`config.mk`:
```
export PLATFORM = sky130hd
export DESIGN_NAME = gray_count_ctrl
export DESIGN_NICKNAME = d
export VERILOG_FILES = /design/src/rtl/gray_count_ctrl.sv
export SDC_FILE = /design/constraint.sdc
export NUM_CORES = 1
export LEC_CHECK = 0
export BUFFER_PORTS_ARGS = -buffer_cell sky130_fd_sc_hd__buf_2
export CAP_MARGIN = 20
export CORE_UTILIZATION = 30
export CTS_CLUSTER_SIZE = 8
export DETAILED_ROUTE_END_ITERATION = 6
export MAX_ROUTING_LAYER = met4
export SLEW_MARGIN = 20
export SYNTH_ARGS = -nofsm -noshare
export SYNTH_HDL_FRONTEND = slang
export SYNTH_SLANG_ARGS = --single-unit
export TNS_END_PERCENT = 20
```
`constraint.sdc`:
```
create_clock -name clk -period 3.6 [get_ports clk]
set_input_delay 0.36 -clock clk [delete_from_list [all_inputs] [get_ports clk]]
set_output_delay 0.36 -clock clk [all_outputs]
set_load 0.03 [all_outputs]
```
`src/rtl/gray_count_ctrl.sv`:
```
// rtl/gray_count_ctrl.sv - button-driven sequencer producing enable/clear pulses for the Gray counter
// Modes: manual step, prescaled free-run, bounded burst, clear after burst.
module gray_count_ctrl #(
  parameter int N     = 8,
  parameter int DIV   = 1000000,
  parameter int DIV_W = 20
) (
  input  logic         clk,
  input  logic         reset,
  input  logic         btn_step,
  input  logic         btn_mode,
  input  logic [N-1:0] run_len,
  output logic         count_en,
  output logic         count_clr,
  output logic         running,
  output logic         done
);

  localparam logic [1:0] S_IDLE = 2'd0;
  localparam logic [1:0] S_RUN  = 2'd1;
  localparam logic [1:0] S_DONE = 2'd2;

  logic [1:0]       r_state;
  logic [1:0]       w_next;
  logic [DIV_W-1:0] r_presc;
  logic [DIV_W-1:0] w_presc_nxt;
  logic [N-1:0]     r_burst;
  logic [N-1:0]     w_burst_nxt;
  logic [N-1:0]     r_len;
  logic [N-1:0]     w_len_nxt;
  logic             r_step_q;
  logic             r_mode_q;
  logic             r_en;
  logic             r_clr;
  logic             r_running;
  logic             r_done;
  logic             w_step_ev;
  logic             w_mode_ev;
  logic             w_wrap;
  logic             w_term;
  logic             w_en_nxt;
  logic             w_clr_nxt;

  assign w_step_ev = btn_step & ~r_step_q;
  assign w_mode_ev = btn_mode & ~r_mode_q;
  assign w_wrap    = (r_presc == DIV_W'(DIV - 1));
  // Terminal burst count is acted on the cycle after the last pulse.
  assign w_term    = (r_len != '0) && (r_burst == r_len);

  always_ff @(posedge clk) begin
    if (!reset) begin
      r_state   <= S_IDLE;
      r_presc   <= '0;
      r_burst   <= '0;
      r_len     <= '0;
      r_step_q  <= 1'b1;
      r_mode_q  <= 1'b1;
      r_en      <= 1'b0;
      r_clr     <= 1'b0;
      r_running <= 1'b0;
      r_done    <= 1'b0;
    end else begin
      r_state   <= w_next;
      r_presc   <= w_presc_nxt;
      r_burst   <= w_burst_nxt;
      r_len     <= w_len_nxt;
      r_step_q  <= btn_step;
      r_mode_q  <= btn_mode;
      r_en      <= w_en_nxt;
      r_clr     <= w_clr_nxt;
      r_running <= (w_next == S_RUN);
      r_done    <= (w_next == S_DONE);
    end
  end

  always_comb begin
    w_next = r_state;
    case (r_state)
      S_IDLE: if (w_mode_ev) w_next = S_RUN;
      S_RUN: begin
        if (w_mode_ev)   w_next = S_IDLE;
        else if (w_term) w_next = S_DONE;
      end
      S_DONE: if (w_mode_ev || w_step_ev) w_next = S_IDLE;
      default: w_next = S_IDLE;
    endcase
  end

  always_comb begin
    w_presc_nxt = r_presc;
    w_burst_nxt = r_burst;
    w_len_nxt   = r_len;
    w_en_nxt    = 1'b0;
    w_clr_nxt   = 1'b0;
    case (r_state)
      S_IDLE: begin
        if (w_mode_ev) begin
          w_len_nxt   = run_len;
          w_presc_nxt = '0;
          w_burst_nxt = '0;
        end else if (w_step_ev) begin
          w_en_nxt = 1'b1;
        end
      end
      S_RUN: begin
        if (w_mode_ev) begin
          w_presc_nxt = '0;
        end else if (!w_term) begin
          if (w_wrap) begin
            w_presc_nxt = '0;
            w_burst_nxt = r_burst + N'(1);
            w_en_nxt    = 1'b1;
          end else begin
            w_presc_nxt = r_presc + DIV_W'(1);
          end
        end
      end
      S_DONE: begin
        if (!w_mode_ev && w_step_ev) w_clr_nxt = 1'b1;
      end
      default: begin
        w_presc_nxt = '0;
        w_burst_nxt = '0;
      end
    endcase
  end

  assign count_en  = r_en;
  assign count_clr = r_clr;
  assign running   = r_running;
  assign done      = r_done;

endmodule

```
==> reports/metrics.cfg <==
[cells_and_area]
n_antenna_cell = 0
final_cell_mix = dfxtp_1 (44), nand2_1 (28), nor2_1 (25)
fin_area_mm2 = 0.002437
fin_util = 0.3529
multi_input_area_mm2 = 0.001214
layout-drive-gt1-share = 0.1423
ff_latch_area_um2 = 880.8
layout_commonest_cell = dfxtp_1
nNetsFinal = 280
areaGrowthSynthToFinish_pct = 11.89
finalNonFillerCells = 363
fillCellCount = 738

[place]
portBuffers = 15
placed_cells = 355
dpl_cell_area_mm2 = 0.002316
dp_hpwl_mm = 3.045
place_congestion = 0.7669
pre_cts_ws_ps = 1388

[routing]
wl_per_cell_um = 11.83
drc = 0
vias = 1761
vias_per_cell = 4.851
wl_mm = 4.293
drt_iter0_markers = 89
ant_nets = 0
firstDrtPassIters = 4

[grt]
gr-total-overflow = 0
grt_pass1_wl_mm = 7.438
antenna_found_initial = 0
grt_max_degree = 21
grt_pass1_vias = 1674
grt_use_total = 0.1282

[sta]
rsz0062_at_grt = no
min_period_over_period = 0.6112
period_needed_ps = 2200
setup_tns_ps = 0
worst_slew_pin_slew_ps = 607.0
finalWorstSetupSlack_ps = 1400
skew_ps = 12.83
max_freq_mhz = 454.5
slew_violations = 0
relSlewSlack = 0.5953
hold_viol_final = 0
setup_viol = 0
whs_ps = 262.0

[clock_tree]
cts.path.max_buffers = 2
cts_buffers = 5
postCtsSetupBuffers = 0
insertion_delay_ps = 300
cts.clk_slew.worst_paths_ps = 90
cts_root_buffer = clkbuf_8
htree_levels = 2
cts_resized = 0
cts_tree = yes
hold_buffers = 0
clock_sinks = 44

[die]
die-area_mm2 = 0.007606
start_util = 0.3154
io_pins = 16
core_mm2 = 0.006907
die_h_um = 87.21
fp.dieW_um = 87.21
row_count = 30

[worst_setup_path]
rr_worst_depth = 7
arrival_ps = 2440
rr_endpoint = r_presc[15]$_SDFFE_PN0P_
required_ps = 3840
cp-start-kind = flop
r2r_start = r_len[4]$_SDFFE_PN0P_
end_kind = flop
worstPathMaxFanout = 14
regToRegSetupSlack_ps = 1400
critPathKind = reg -> reg

[flow_run]
cap_violations = 0

[logic_synthesis]
ys_ff_latch = 44
seq_area_frac_synth = 0.4044
ys_warn_count = 0
syn_avg_cell_area_um2 = 8.576
netlist_area_mm2 = 0.002178
syn-num-nets = 268
synth.distinct_cells = 41
synthCells = 254

[power]
p_sw_mw = 0.2239
switching_share = 0.2310
internal_power_mw = 0.7455
power.total_mw = 0.9694
irDropWorstVdd_v = 0.0001313
power_frac_clock = 0.413
comb_power_share = 0.070
p_leak_nw = 0.8254
pwr-share-seq = 0.517
power_density_mw_per_mm2 = 397.7

[worst_hold_path]
hold_depth = 2
min_to = r_step_q$_SDFF_PN1_
hold_class = in -> reg
hp-start = btn_step

[run_status]
status = complete, no violations

-- metal layers --
layer | routed length [um] | track usage | vias up
li1 | - | - | 916
met1 | 2129 | 0.1569 | 819
met2 | 1984 | 0.2062 | 18
met3 | 117 | 0.03128 | 8
met4 | 61 | 0.04471 | 0
met5 | 0 | - | -
-- synthesized netlist by cell type --
| library cell | instances | area, um^2 |
|---|---|---|
| a21oi_2 | 7 | 61.31 |
| xnor2_1 | 19 | 166.4 |
| buf_2 | 4 | 20.02 |
| a211oi_1 | 4 | 30.03 |
| and4_1 | 2 | 17.52 |
| or4_1 | 2 | 15.01 |
| nand4_1 | 4 | 25.02 |
| o41ai_4 | 1 | 27.53 |
| a21oi_1 | 7 | 35.03 |
| nand3_1 | 18 | 90.09 |
| o31ai_1 | 3 | 22.52 |
| nor2_1 | 25 | 93.84 |
| nand2_1 | 28 | 105.1 |
| nand2b_1 | 9 | 56.30 |
| ha_1 | 2 | 25.02 |
| nor3_1 | 1 | 5.000 |
| and3_1 | 8 | 50.05 |
| nor2_2 | 1 | 6.260 |
| a21boi_0 | 9 | 67.56 |
| a211o_1 | 1 | 8.760 |
| o211ai_2 | 1 | 12.51 |
| nor2b_1 | 1 | 6.260 |
| and2_1 | 1 | 6.260 |
| a2111oi_1 | 2 | 20.02 |
| or2_1 | 2 | 12.51 |
| or3b_1 | 1 | 8.760 |
| or2_2 | 1 | 6.260 |
| nor3_2 | 1 | 10.01 |
| clkbuf_1 | 5 | 18.77 |
| a31oi_1 | 1 | 6.260 |
| o21ai_0 | 15 | 75.07 |
| mux2i_1 | 2 | 20.02 |
| dfxtp_1 | 44 | 880.8 |
| xor2_1 | 4 | 35.03 |
| o31ai_2 | 1 | 12.51 |
| o211ai_1 | 1 | 7.510 |
| nor4_1 | 5 | 31.28 |
| buf_6 | 3 | 33.78 |
| nor4bb_1 | 1 | 10.01 |
| inv_1 | 3 | 11.26 |
| or3_1 | 4 | 25.02 |
-- layout make-up --
cell class / count / share of cell area
Multi-Input combinational cell: 195 / 0.4979
Sequential cell: 44 / 0.3614
Tap cell: 96 / 0.04928
Timing Repair Buffer: 17 / 0.03696
Clock buffer: 6 / 0.03388
Clock inverter: 2 / 0.01591
Inverter: 3 / 0.004620
-- sequential cells by signal, indices dropped and copies added, names as in the netlist --
| name | flops |
|---|---|
| running | 1 |
| done | 1 |
| count_clr | 1 |
| r_mode_q | 1 |
| r_step_q | 1 |
| r_state | 2 |
| count_en | 1 |
| r_presc | 20 |
| r_len | 8 |
| r_burst | 8 |
-- how the worst max path moves through the flow --
stage | from | endpoint
after global routing | r_presc[0]$_SDFFE_PN0P_ | r_burst[5]$_SDFFE_PN0P_
final | r_len[4]$_SDFFE_PN0P_ | r_presc[15]$_SDFFE_PN0P_
after global placement | btn_mode | r_presc[15]$_SDFFE_PN0P_
after detailed placement | btn_mode | r_presc[18]$_SDFFE_PN0P_
after CTS | r_len[4]$_SDFFE_PN0P_ | r_presc[18]$_SDFFE_PN0P_
after floorplan | r_presc[0]$_SDFFE_PN0P_ | r_burst[6]$_SDFFE_PN0P_
-- logic make-up after synthesis --
family / after synthesis / synth area share
buffers and inverters: 15 / 0.03848
flip-flops: 44 / 0.4044
AO/OA/AOI/OAI: 53 / 0.1775
AND/OR/NAND/NOR: 115 / 0.2665
XOR/XNOR: 23 / 0.09247
multiplexers: 2 / 0.009190
adder cells (fa/ha/maj): 2 / 0.01149
-- power by group through the flow --
| stage | Clock [mW] | Combinational (mW) | Sequential, mW |
|---|---|---|---|
| finish | 0.400 | 0.0680 | 0.501 |
| global placement | 0 | 0.0677 | 0.513 |
| CTS | 0.413 | 0.0687 | 0.501 |
| detailed placement | 0 | 0.0683 | 0.513 |
| floorplan | 0 | 0.0561 | 0.512 |
| global route | 0.434 | 0.0756 | 0.503 |
-- critical path, stage by stage (launching register included) --
cell	delay, ps
dfxtp_1	340
nor4_1	300
a211o_1	230
o41ai_4	90
buf_4	200
and2_1	280
or4_1	560
a21oi_2	140
Power figures use the tool's default switching activity.
